==> src/rtl/mult_arbiter.sv <==
// Two-requester round-robin arbiter in front of a shift-add unsigned multiplier.
// Optional MULT_ARB_EARLY_EXIT_EN ends CALC as soon as the remaining multiplier bits are zero.
module mult_arbiter #(
  parameter int WIDTH = 5
) (
  input  logic               CLOCK_50,
  input  logic               RESET,
  input  logic               req0,
  input  logic [WIDTH-1:0]   a0,
  input  logic [WIDTH-1:0]   b0,
  input  logic               req1,
  input  logic [WIDTH-1:0]   a1,
  input  logic [WIDTH-1:0]   b1,
  output logic               gnt0,
  output logic               gnt1,
  output logic               busy,
  output logic               done,
  output logic               done_id,
  output logic [2*WIDTH-1:0] product
);

  localparam int PW = 2 * WIDTH;
  localparam int CW = $clog2(WIDTH + 1);

  typedef enum logic [1:0] {IDLE, CALC, DONE} state_t;

  state_t           state, state_nxt;
  logic [PW-1:0]    mcand, acc, acc_add;
  logic [WIDTH-1:0] mplier, mplier_shift;
  logic [CW-1:0]    count;
  logic             prio, owner;
  logic             any_req, winner, last_calc;

  always_comb begin
    any_req      = req0 | req1;
    winner       = (req0 && req1) ? prio : req1;
    mplier_shift = mplier >> 1;
    acc_add      = mplier[0] ? (acc + mcand) : acc;
`ifdef MULT_ARB_EARLY_EXIT_EN
    last_calc    = (mplier_shift == '0) || (count == CW'(WIDTH - 1));
`else
    last_calc    = (count == CW'(WIDTH - 1));
`endif
  end

  always_comb begin
    state_nxt = state;
    case (state)
      IDLE:    if (any_req) state_nxt = CALC;
      CALC:    if (last_calc) state_nxt = DONE;
      DONE:    state_nxt = IDLE;
      default: state_nxt = IDLE;
    endcase
  end

  always_ff @(posedge CLOCK_50) begin
    if (RESET) state <= IDLE;
    else       state <= state_nxt;
  end

  // Grant capture in IDLE, one shift-add step per CALC cycle, result latch on the exit edge.
  always_ff @(posedge CLOCK_50) begin
    if (RESET) begin
      gnt0    <= 1'b0;
      gnt1    <= 1'b0;
      done_id <= 1'b0;
      product <= '0;
      acc     <= '0;
      mcand   <= '0;
      mplier  <= '0;
      count   <= '0;
      prio    <= 1'b0;
      owner   <= 1'b0;
    end else begin
      gnt0 <= 1'b0;
      gnt1 <= 1'b0;
      case (state)
        IDLE: begin
          if (any_req) begin
            mcand  <= {{WIDTH{1'b0}}, (winner ? a1 : a0)};
            mplier <= winner ? b1 : b0;
            acc    <= '0;
            count  <= '0;
            owner  <= winner;
            prio   <= ~winner;
            gnt0   <= ~winner;
            gnt1   <= winner;
          end
        end
        CALC: begin
          acc    <= acc_add;
          mcand  <= mcand << 1;
          mplier <= mplier_shift;
          count  <= count + 1'b1;
          if (last_calc) begin
            product <= acc_add;
            done_id <= owner;
          end
        end
        default: ;
      endcase
    end
  end

  assign busy = (state != IDLE);
  assign done = (state == DONE);

endmodule

==> config.mk <==
export PLATFORM = sky130hd
export DESIGN_NAME = mult_arbiter
export DESIGN_NICKNAME = d
export VERILOG_FILES = /design/src/rtl/mult_arbiter.sv
export SDC_FILE = /design/constraint.sdc
export NUM_CORES = 1
export LEC_CHECK = 0
export ABC_CLOCK_PERIOD_IN_PS = 3100
export CORE_ASPECT_RATIO = 1.4
export CORE_MARGIN = 4
export CORE_UTILIZATION = 52
export DETAILED_ROUTE_END_ITERATION = 12
export MAX_ROUTING_LAYER = met4
export PLACE_DENSITY_LB_ADDON = 0.1
export SKIP_CTS_REPAIR_TIMING = 1
export SYNTH_ARGS = -nofsm -noshare
export SYNTH_HDL_FRONTEND = slang
export SYNTH_SLANG_ARGS = --single-unit
==> constraint.sdc <==
create_clock -name CLOCK_50 -period 3.1 [get_ports CLOCK_50]
set_clock_uncertainty 0.2 [all_clocks]
set_input_delay 0.31 -clock CLOCK_50 [delete_from_list [all_inputs] [get_ports CLOCK_50]]
set_output_delay 0.31 -clock CLOCK_50 [all_outputs]
set_load 0.01 [all_outputs]
== Yosys cells after proc, flatten, opt, wreduce, memory -nomap -nowiden ==
Cells that the tools add are included.
Word-level totals
  flip-flop bits (word level): 45
  input bits: 24
  output and inout port bits: 15
  logic and storage cells: 46
Operators by class
  add/sub/neg operators: 2
  equal/unequal tests: 5
  muxes and demuxes: 15
  bitwise operators: 4
  reduce and logical (&&, ||, !) cells: 9
Operators by type and width (count)
  10-bit case mux with 2 select lines: 2
  10-bit 2-to-1 mux: 3
  5-bit 2-to-1 mux: 3
  10-bit adder: 1
  5-bit case mux with 2 select lines: 1
  2-bit AND reduction: 4
  3-bit case mux with 2 select lines: 1
  2-bit 2-to-1 mux: 2
  2-bit != test (second input constant): 2
  2-bit case mux with 2 select lines: 1
  2-bit nonzero test: 2
  3-bit by 1-bit adder with 3-bit output (second input constant): 1
  3-bit == test (second input constant): 1
  3-bit 2-to-1 mux: 1
  1-bit inverter: 3
  3-bit OR reduction: 1
  2-bit by 1-bit == test with 1-bit output (second input constant): 1
  2-bit == test (second input constant): 1
  2-bit logical NOT: 1
  1-bit logical AND: 1
  1-bit 2-to-1 mux: 1
  1-bit OR: 1

== Logic depth before layout (Yosys ltp) ==
Gate-level depths: netlist of run 1.
  depth in word-level cells: 5
  depth in mapped cells: 8
  mapped depth without buffers: 8

== Least setup slack after synthesis of run 1 ==
OpenSTA, ideal clock, no wires.
  path kind: reg-to-reg
  start point: register mcand[0]
  end point: register product[8]
  setup time: 74 ps
  data arrival time: 1984 ps
  data required time: 2826 ps
  slack: 842 ps
  stages on the path, launching flop included: 9
  buffers on the path: 0
  clock period less this slack: 2258 ps
  path through: dfxtp_1 ha_1 fa_1 a21oi_1 o21ai_1 a21oi_1 o2bb2ai_1 mux2_1 a31oi_1
Between the ends
  word-level cells in the longest chain between the ends: 2
RTL lines
  start: declaration: RTL line 28  | logic [PW-1:0] mcand, acc, acc_add;
  start signal: assignment: RTL line 80  | mcand <= {{WIDTH{1'b0}}, (winner ? a1 : a0)};
  start signal: assignment: RTL line 92  | mcand <= mcand << 1;
  10-bit adder: RTL line 38  | acc_add = mplier[0] ? (acc + mcand) : acc;
  10-bit 2-to-1 mux: RTL line 38
  end signal: assignment: RTL line 67  | product <= '0;
  end signal: assignment: RTL line 96  | product <= acc_add;
  end: declaration: RTL line 19  | output logic [2*WIDTH-1:0] product
Every way passes these cells.
A chain may end at the register's enable or synchronous reset.

== Final worst setup path of run 1 ==
Same ends and word-level chain as after synthesis.

==> impl_summary.log, run 1 <==
INFO  metric place.port_buffers = 38
INFO  metric final.fill_count = about 350
INFO  metric postSynthRegisterBits = 45
INFO  metric route.vias.total = 1,885
INFO  metric worst_slew_pin_slew = around 450 ps
INFO  metric overflow = 0
INFO  metric die-area = 0.00536 mm²
INFO  metric crit_path_kind = register to register
INFO  metric synth_enable_flop_cells = 0
INFO  metric post_route_cells_drive_above_1_share = under 10%
INFO  metric grt_use_total = between 10% and 20%
INFO  metric rsz0062_at_grt = false
INFO  metric cts_made_buffers = 5
INFO  metric pin_count = 39
INFO  metric num_antenna_cells = 0
INFO  metric setup_tns = 0 ps
INFO  metric rows = 27
INFO  metric yosysMostFrequentCell = sky130_fd_sc_hd__dfxtp_1
INFO  metric worst_ir_drop_vdd = about 300 µV
INFO  metric post-dp-hpwl = 3430 µm
INFO  metric die_width = between 60 and 70 µm
INFO  metric crit_path_max_incr_delay = about 400 ps
INFO  metric seq_total_area_yosys = 40.9%
INFO  metric total_leakage_power = about 1.1 nW
INFO  metric worst_setup_path_end_kind = register
INFO  metric final_hold_viol_count = 0
INFO  metric htreeDepth = 2
INFO  metric ys.warnings.count = 0
INFO  metric worst_r2r_startpoint = mcand[0]$_SDFFE_PP0P_
INFO  metric ys_top_cells_by_area = sky130_fd_sc_hd__dfxtp_1 41%, sky130_fd_sc_hd__mux2i_1 7.7%, sky130_fd_sc_hd__ha_1 6.2%
INFO  metric crit_path_cell_trace = ha_1 > fa_1 > a21oi_1 > o21ai_1 > a21oi_1 > o2bb2ai_1 > mux2_1 > a31oi_1
INFO  metric postRouteAntennaNets = 0
INFO  metric wl = around 4800 µm
INFO  metric fmaxAchievable = between 400 and 500 MHz
INFO  metric clk_transition_reported_paths = approximately 80 ps
INFO  metric synth_common_cells = 45 x sky130_fd_sc_hd__dfxtp_1, 31 x sky130_fd_sc_hd__nor2_1, 20 x sky130_fd_sc_hd__nand2_1, 17 x sky130_fd_sc_hd__mux2i_1, 15 x sky130_fd_sc_hd__a21oi_1
INFO  metric avgSynthCellArea = 9.03 µm²
INFO  metric drt-pass1-iter-count = 4
INFO  metric worstSkewPairLatency = approximately 300 ps
INFO  metric maxSlewViolCount = 0
INFO  metric cts.sinks = 45
INFO  metric drt_first_iter_violations = 65
INFO  metric core = about 0.004 mm²
INFO  metric critPathLaunchType = register
INFO  metric wire_length_of_the_first_global_routing_pass = 8150 µm
INFO  metric number_of_antenna_violations_at_the_first_check_in_global_routing = 0
INFO  metric vias_per_cell = a little under 6
INFO  metric gp_congestion = 0.803
INFO  metric critical_path.most_common_cell = sky130_fd_sc_hd__a21oi_1
INFO  metric synth-main-ff-cell = sky130_fd_sc_hd__dfxtp_1
INFO  metric synth_area = around 0.0022 mm²
INFO  metric nNetsFinal = 319
INFO  metric timing.critical_path.max_delay_family = compound AO/OA/AOI/OAI gates
INFO  metric grt_pass1_vias = about 1,800
INFO  metric largest_net_degree_at_the_start_of_global_routing = 29
INFO  metric critPathBufInv = 0
INFO  metric final.period_utilization = between 70% and 80%
INFO  metric crit_path_required_time = around 3100 ps
INFO  metric critical_path.reg2reg.endpoint = product[8]$_SDFFE_PP0P_
INFO  metric postSynthNetCount = 280
INFO  metric p_per_area = about 480 mW/mm²
INFO  metric hold-worst-slack = ~260 ps
INFO  metric outcome = finished, final reports clean
INFO  metric initial_utilization = between 50% and 60%
INFO  metric die_h = around 85 µm
INFO  metric timing.reg2reg.setup_slack = between 600 and 700 ps
INFO  metric timing.critical_path.slowest_stage_cell = sky130_fd_sc_hd__fa_1
INFO  metric syn2layout_area_growth = 25.1%
INFO  metric ff2ff_path_depth = 8
INFO  metric hold_start = mplier[4]$_SDFFE_PP0P_
INFO  metric synthDistinctLibCells = 45
INFO  metric tritoncts = done
INFO  metric post_synth_inst_count = 244
INFO  metric critical_path_arrival = around 2500 ps
INFO  metric holdCritPathClass = register to register
INFO  metric wl_per_cell = ~15 µm
INFO  metric setup_viol = 0
INFO  metric min_to = mplier[4]$_SDFFE_PP0P_
INFO  metric drcViolationCount = 0
INFO  metric cap_violations = 0
INFO  metric hold_critical_path_depth = 2
INFO  metric synth_largest_area_cell = sky130_fd_sc_hd__dfxtp_1
INFO  metric path_max_fanout = 3
INFO  metric post-synth-top-area-fraction = approximately two fifths
INFO  metric asyncSetResetFlopFracSynth = 0%
INFO  metric finalCriticalPeriod = 2420 ps
INFO  metric clock_tree.root_cell = sky130_fd_sc_hd__clkbuf_8
INFO  metric cts.path.max_buffers = 2
INFO  metric timing.slew.headroom = a little over two thirds
[state kept, by name, summed over array words and instances, names as in the netlist, 2 cells and up]
name,count
mplier,5
acc,10
state,2
count,3
mcand,10
product,10
[placed cells by master, fill, tap and decap left out, drive strengths merged, types with 2 or more instances in the layout]
cell type and count:
a211oi 5, nor2 32, a21oi 15, o31ai 3, nor2b 2, dfxtp 45, o21ai 15, ha 11
nor3 2, o21a 2, mux2i 17, and3 2, clkbuf 6, a311oi 2, a32o 5, clkdlybuf4s50 38
nand3 6, nand2b 3, a21o 4, a22o 2, a221oi 9, buf 7, xnor2 5, inv 8
nand2 20, xor2 2, o21bai 2
[layer usage]
layer | part of all wire (%) | track usage (%)
met5 | 0 | -
met1 | 46 | 21.2
met3 | 3.7 | 4.24
met4 | 2.5 | 7.63
met2 | 48 | 34.3
[how the worst max path moves through the flow]
stage	from	endpoint	slack, ps	cells past startpoint
2_1_floorplan	mcand[0]$_SDFFE_PP0P_	product[8]$_SDFFE_PP0P_	840	8
3_3_place_gp	mcand[0]$_SDFFE_PP0P_	product[8]$_SDFFE_PP0P_	740	8
3_5_place_dp	mcand[0]$_SDFFE_PP0P_	product[8]$_SDFFE_PP0P_	700	8
4_1_cts	mcand[0]$_SDFFE_PP0P_	product[8]$_SDFFE_PP0P_	660	8
5_1_grt	mcand[0]$_SDFFE_PP0P_	product[8]$_SDFFE_PP0P_	500	8
6_report	mcand[0]$_SDFFE_PP0P_	product[8]$_SDFFE_PP0P_	680	8
[power by group]
group / switching (mW) / total (mW) / internal [mW] / leakage (nW)
clock: 0.207 / 0.469 / 0.262 / 0.0574
sequential: 0.0243 / 0.629 / 0.605 / 0.366
combinational: 0.117 / 0.216 / 0.0996 / 0.699
total: 0.348 / 1.31 / 0.966 / 1.12
[stage by stage]
stage	total power, mW	setup WS [ps]	std cells	area, µm²	utilization (%)
3_3_place_gp	0.857	744	319	2640	65.6
3_5_place_dp	0.859	698	319	2640	65.6
4_1_cts	1.32	663	327	2760	68.6
6_report	1.31	678	327	2760	68.6
5_1_grt	1.37	501	327	2760	68.6
2_1_floorplan	0.776	842	244	2200	-
[logic make-up after synthesis]
kind of cell | synth area share, %
DFF | 40.9
adders and majority gates | 7.15
and+or+nand+nor | 14.0
buffers and inverters | 3.80
xor gates and xnor gates | 2.78
muxes | 8.23
AOI/OAI and AO/OA | 23.2
[cell type report]
type                       count  area [µm²]  area share, %
clock buffer                   6        82.6           3.00
clock inverter                 2        37.5           1.36
inverter                       8        30.0           1.09
multi-input combinational    178        1220           44.2
sequential                    45         901           32.7
tap                           43        53.8           1.95
timing repair buffer          45         433           15.7
[tightest hold or removal path: stages, from the launching register on]
cell and delay [ps]:
sky130_fd_sc_hd__dfxtp_1 320, sky130_fd_sc_hd__nand2_1 50, sky130_fd_sc_hd__o31ai_1 50
Power figures use the tool's default switching activity.
==> run 2, diff against run 1 <==
ABC_CLOCK_PERIOD_IN_PS = 2500   (was 3100)
clock period = 2.5 ns   (was 3.1 ns; I/O delays follow)
==> impl_summary.log, run 2 (synthesis results as in run 1) <==
INFO  metric outcome = finished, final reports clean
INFO  metric clock_tree.root_cell = sky130_fd_sc_hd__clkbuf_8
INFO  metric gp_congestion = 0.824 (+2.7%)
INFO  metric finalCriticalPeriod = 2360 ps (-60.0 ps)
INFO  metric rsz0062_at_grt = false
INFO  metric cts.sinks = 45 (unchanged)
INFO  metric p_total = 1.49 mW (+13%)
INFO  metric setup_viol = 0 (unchanged)
INFO  metric fmaxAchievable = 423 MHz (+2.5%)
INFO  metric holdCritPathClass = register to register
INFO  metric wire_length_of_the_first_global_routing_pass = 7910 µm (-3.0%)
INFO  metric final.fill_count = 357 (+2.6%)
INFO  metric final_cell_mix = 45 x sky130_fd_sc_hd__dfxtp_1, 38 x sky130_fd_sc_hd__clkdlybuf4s50_1, 31 x sky130_fd_sc_hd__nor2_1
INFO  metric die-area = 0.00536 mm² (unchanged)
INFO  metric crit_path_cell_trace = ha_1 > fa_1 > a21oi_2 > o21ai_1 > a21oi_2 > o2bb2ai_1 > mux2_1 > a31oi_1
INFO  metric worstSkewPairLatency = 300 ps (about the same)
INFO  metric timing.critical_path.slowest_stage_cell = sky130_fd_sc_hd__fa_1
INFO  metric total_leakage_power = 1.11 nW (-1.1%)
INFO  metric post-route-util = 67.9% (-0.62 points)
INFO  metric worst_slew_pin_slew = 548 ps (+93.6 ps)
INFO  metric drt_first_iter_violations = 57 (-12%)
INFO  metric drt-pass1-iter-count = 4 (unchanged)
INFO  metric critical_path_arrival = 2390 ps (-70 ps)
INFO  metric postRouteAntennaNets = 0 (unchanged)
INFO  metric largest_net_degree_at_the_start_of_global_routing = 29 (unchanged)
INFO  metric maxSlewViolCount = 0 (unchanged)
INFO  metric multi_input_area = 0.00123 mm² (+0.62%)
INFO  metric nNetsFinal = 320 (+0.31%)
INFO  metric setup_tns = 0 ps (unchanged)
INFO  metric critical_path.most_common_cell = sky130_fd_sc_hd__a21oi_2
INFO  metric clk_transition_reported_paths = 80 ps (about the same)
INFO  metric initial_utilization = 54.8% (unchanged)
INFO  metric critPathBufInv = 0 (unchanged)
INFO  metric worst_ir_drop_vdd = 428 µV (+43%)
INFO  metric vias_per_cell = 5.73 (-0.52%)
INFO  metric pin_count = 39 (unchanged)
INFO  metric grt_pass1_vias = 1,710 (-4.3%)
INFO  metric largest_registers = acc x10, mcand x10, product x10
INFO  metric die_width = 63.0 µm (unchanged)
INFO  metric syn2layout_area_growth = 24.0%
INFO  metric cts_made_buffers = 5 (unchanged)
INFO  metric path_max_fanout = 3 (unchanged)
INFO  metric overflow = 0 (unchanged)
INFO  metric post-dp-hpwl = 3510 µm (+2.1%)
INFO  metric timing.slew.headroom = 63.4% (-6.3 points)
INFO  metric wl_per_cell = 14.6 µm (about the same)
INFO  metric grt_use_total = 19.2% (-0.32 points)
INFO  metric rows = 27 (unchanged)
INFO  metric htreeDepth = 2 (unchanged)
INFO  metric mostFrequentLayoutCell = sky130_fd_sc_hd__dfxtp_1
INFO  metric p_per_area = 544 mW/mm² (+14%)
INFO  metric cts.path.max_buffers = 2 (unchanged)
INFO  metric place.port_buffers = 38 (unchanged)
INFO  metric critPathLaunchType = register
INFO  metric seqCellArea = 901 µm² (unchanged)
INFO  metric core = 0.00402 mm² (unchanged)
INFO  metric number_of_antenna_violations_at_the_first_check_in_global_routing = 0 (unchanged)
INFO  metric worst_setup_path_end_kind = register
INFO  metric crit_path_max_incr_delay = 420 ps (+20 ps)
INFO  metric timing.critical_path.max_delay_family = compound AO/OA/AOI/OAI gates
INFO  metric crit_path_required_time = 2530 ps (-610 ps)
INFO  metric post_route_cells_drive_above_1_share = 8.07% (-0.028 points)
INFO  metric wl = 4780 µm (+0.31%)
INFO  metric final_hold_viol_count = 0 (unchanged)
INFO  metric drcViolationCount = 0 (unchanged)
INFO  metric crit_path_kind = register to register
INFO  metric final.period_utilization = 94.5% (+16 points)
INFO  metric dpl-instance-area = 0.00264 mm² (+0.28%)
INFO  metric tritoncts = done
INFO  metric route.vias.total = 1,881 (-0.21%)
INFO  metric finalInstanceArea = 0.00273 mm² (-0.91%)
INFO  metric die_h = 85.0 µm (unchanged)
INFO  metric num_antenna_cells = 0 (unchanged)
INFO  metric cap_violations = 0 (unchanged)
## run 2: cell count changes in the layout (fill, tap and decap cells not counted)
cell	before	now
sky130_fd_sc_hd__a21oi_1	15	13
sky130_fd_sc_hd__a21oi_2	0	2
sky130_fd_sc_hd__buf_4	7	8
sky130_fd_sc_hd__bufinv_16	1	0
sky130_fd_sc_hd__clkbuf_1	0	3
sky130_fd_sc_hd__clkbuf_8	6	5
sky130_fd_sc_hd__clkinvlp_4	1	0
## run 2: where the power goes
| part | total (mW) | internal [mW] | switching, mW | leakage [nW] |
|---|---|---|---|---|
| registers | 0.782 | 0.750 | 0.0323 | 0.366 |
| clock network | 0.432 | 0.199 | 0.233 | 0.0395 |
| logic | 0.273 | 0.127 | 0.146 | 0.705 |
| total | 1.49 | 1.08 | 0.412 | 1.11 |
## run 2: cell type report
type | instances | area share [%]
Multi-Input combinational cell | 178 | 44.9
Sequential cell | 45 | 33.0
Timing Repair Buffer | 46 | 16.1
Clock buffer | 8 | 2.93
Tap cell | 43 | 1.97
Inverter | 8 | 1.10
## run 2: path summary, 6_finish.rpt
| kind | from | slack, ps | cells after the start | endpoint |
|---|---|---|---|---|
| min reg2reg | owner$_SDFFE_PP0P_ | 260 | 2 | done_id$_SDFFE_PP0P_ |
| max | mcand[0]$_SDFFE_PP0P_ | 140 | 8 | product[8]$_SDFFE_PP0P_ |
| min | owner$_SDFFE_PP0P_ | 260 | 2 | done_id$_SDFFE_PP0P_ |
| max reg2reg | mcand[0]$_SDFFE_PP0P_ | 140 | 8 | product[8]$_SDFFE_PP0P_ |
## run 2: per-layer routing
metal  routed length [µm]  vias up  GRT usage [%]
li1                     -      964              -
met1                 2220      871           22.3
met2                 2330       41           32.9
met3                  179        5           4.37
met4                   59        0           5.42
met5                    0        -              -
## run 2: through the flow
stage                     std cells  setup WS, ps  hold slack, ps
after floorplan                 244           242             166
after detailed placement        320          67.9             248
final                           328           138             260
after global placement          320           131             240
after CTS                       328          50.4             260
after global routing            328          18.4             276
## run 2: tightest hold or removal path: stages (launching register included)
cell                      delay (ps)
sky130_fd_sc_hd__dfxtp_1         320
sky130_fd_sc_hd__nand2_1          50
sky130_fd_sc_hd__a21oi_1          50
==> run 3, diff against run 2 <==
CORE_UTILIZATION = 54   (was 52)
CTS_BUF_LIST = sky130_fd_sc_hd__clkbuf_4 sky130_fd_sc_hd__clkbuf_8   (was not set)
==> impl_summary.log, run 3 (synthesis results as in run 1) <==
INFO  metric total_leakage_power = 1.12 nW (+0.46%)
INFO  metric post-route-util = 69.9% (+2.0 points)
INFO  metric tritoncts = done
INFO  metric worst_setup_path_end_kind = register
INFO  metric cap_violations = 0 (unchanged)
INFO  metric postRouteAntennaNets = 0 (unchanged)
INFO  metric outcome = finished, final reports clean
INFO  metric timing.reg2reg.setup_slack = 130 ps (about the same)
INFO  metric critical_path_arrival = 2400 ps (about the same)
INFO  metric final_hold_viol_count = 0 (unchanged)
INFO  metric final_cell_mix = 44 x sky130_fd_sc_hd__dfxtp_1, 38 x sky130_fd_sc_hd__clkdlybuf4s50_1, 31 x sky130_fd_sc_hd__nor2_1
INFO  metric crit_path_required_time = 2530 ps (about the same)
INFO  metric die_h = 83.6 µm (-1.7%)
INFO  metric cts.sinks = 45 (unchanged)
INFO  metric path_max_fanout = 3 (unchanged)
INFO  metric maxSlewViolCount = 0 (unchanged)
INFO  metric drt_first_iter_violations = 53 (-7.0%)
INFO  metric worst_ir_drop_vdd = 472 µV (+10%)
INFO  metric setup_viol = 0 (unchanged)
INFO  metric grt_use_total = 21.1% (+1.9 points)
INFO  metric wl_per_cell = 14.9 µm (+2.3%)
INFO  metric dpl-instance-area = 0.00265 mm² (+0.28%)
INFO  metric wire_length_of_the_first_global_routing_pass = 8210 µm (+3.8%)
INFO  metric crit_path_kind = register to register
INFO  metric cts.path.max_buffers = 2 (unchanged)
INFO  metric p_per_area = 547 mW/mm² (+0.46%)
INFO  metric clk_transition_reported_paths = 90 ps (about the same)
INFO  metric initial_utilization = 55.7% (+0.94 points)
INFO  metric htreeDepth = 2 (unchanged)
INFO  metric rsz0062_at_grt = false
INFO  metric syn2layout_area_growth = 25.4%
INFO  metric grt_pass1_vias = 1,826 (+6.8%)
INFO  metric finalInstanceArea = 0.00276 mm² (+1.2%)
INFO  metric clock_tree.root_cell = sky130_fd_sc_hd__clkbuf_8
INFO  metric vias_per_cell = 5.77 (+0.53%)
INFO  metric worst_slew_pin_slew = 494 ps (-54.1 ps)
INFO  metric nNetsFinal = 321 (+0.31%)
INFO  metric holdCritPathClass = register to register
INFO  metric fmaxAchievable = 422 MHz (-0.40%)
INFO  metric post-route-worst-setup-slack = 128 ps (-9.58 ps)
INFO  metric cts_made_buffers = 5 (unchanged)
INFO  metric worstSkewPairLatency = 300 ps (about the same)
INFO  metric largest_registers = acc x10, mcand x10, product x10
INFO  metric finalCriticalPeriod = 2370 ps (+9.58 ps)
INFO  metric post-place-ws = 53.9 ps (-14.1 ps)
INFO  metric timing.slew.headroom = 67.0% (+3.6 points)
INFO  metric drcViolationCount = 0 (unchanged)
INFO  metric die_width = 62.0 µm (-1.6%)
INFO  metric num_antenna_cells = 0 (unchanged)
INFO  metric wl = 4890 µm (+2.3%)
INFO  metric setup_tns = 0 ps (unchanged)
INFO  metric mostFrequentLayoutCell = sky130_fd_sc_hd__dfxtp_1
INFO  metric post-dp-hpwl = 3610 µm (+2.9%)
INFO  metric drt-pass1-iter-count = 4 (unchanged)
INFO  metric place.port_buffers = 38 (unchanged)
INFO  metric route.vias.total = 1,891 (+0.53%)
INFO  metric final.period_utilization = 94.9% (+0.38 points)
INFO  metric gp_congestion = 0.857 (+4.0%)
INFO  metric overflow = 0 (unchanged)
INFO  metric pin_count = 39 (unchanged)
INFO  metric core = 0.00395 mm² (-1.7%)
INFO  metric die-area = 0.00518 mm² (-3.3%)
INFO  metric number_of_antenna_violations_at_the_first_check_in_global_routing = 0 (unchanged)
INFO  metric p_total = 1.51 mW (+1.7%)
INFO  metric largest_net_degree_at_the_start_of_global_routing = 19 (-34%)
INFO  metric rows = 27 (unchanged)
INFO  metric post_route_cells_drive_above_1_share = 9.82% (+1.8 points)
INFO  metric critPathLaunchType = register
==> run 3: cell count changes in the layout (fill, tap and decap cells not counted) <==
cell	delta
sky130_fd_sc_hd__buf_4	+1
sky130_fd_sc_hd__clkinvlp_4	+1
sky130_fd_sc_hd__a221oi_2	-1
sky130_fd_sc_hd__ha_1	-1
sky130_fd_sc_hd__dfxtp_2	+1
sky130_fd_sc_hd__dfxtp_1	-1
sky130_fd_sc_hd__a221oi_4	+1
sky130_fd_sc_hd__clkbuf_8	+1
sky130_fd_sc_hd__clkbuf_1	-3
sky130_fd_sc_hd__ha_2	+1
==> run 3: power breakdown <==
group          switching, mW  internal (mW)  total, mW
combinational          0.151          0.128      0.279
sequential            0.0259          0.750      0.776
clock                  0.237          0.219      0.456
==> run 3: metal layers <==
| layer | track usage (%) | wire [µm] | part of all wire [%] | vias up |
|---|---|---|---|---|
| met2 | 34.1 | 2420 | 49 | 61 |
| met5 | - | 0 | 0 | - |
| li1 | - | - | - | 961 |
| met1 | 25.3 | 2030 | 42 | 861 |
| met3 | 4.18 | 328 | 6.7 | 8 |
| met4 | 7.14 | 114 | 2.3 | 0 |
==> run 3: cell type report <==
cell class              instances  area [µm²]
flip-flops and latches         45         902
well taps                      43        53.8
clock inverters                 1        7.51
inverters                       8        30.0
multi-input cells             178        1240
fillers                       310        1190
clock buffers                   6        82.6
repair buffers                 47         448
==> run 3: path summary, 6_finish.rpt <==
| check | from | to | cells after the start |
|---|---|---|---|
| setup / recovery | mcand[0]$_SDFFE_PP0P_ | product[8]$_SDFFE_PP0P_ | 8 |
| hold / removal | owner$_SDFFE_PP0P_ | done_id$_SDFFE_PP0P_ | 2 |
| hold reg to reg | owner$_SDFFE_PP0P_ | done_id$_SDFFE_PP0P_ | 2 |
| setup reg to reg | mcand[0]$_SDFFE_PP0P_ | product[8]$_SDFFE_PP0P_ | 8 |
==> run 3: through the flow <==
step / hold slack (ps) / std cells
finish: 255 / 328
global route: 278 / 328
CTS: 258 / 328
floorplan: 166 / 244
detailed placement: 245 / 321
global placement: 240 / 321
==> run 3: worst max-delay path, stage by stage, from the launching register on <==
cell                        delay, ps
sky130_fd_sc_hd__dfxtp_1          340
sky130_fd_sc_hd__ha_1             220
sky130_fd_sc_hd__fa_1             420
sky130_fd_sc_hd__a21oi_2          170
sky130_fd_sc_hd__o21ai_1           90
sky130_fd_sc_hd__a21oi_2          180
sky130_fd_sc_hd__o2bb2ai_1        180
sky130_fd_sc_hd__mux2_1           360
sky130_fd_sc_hd__a31oi_1          160
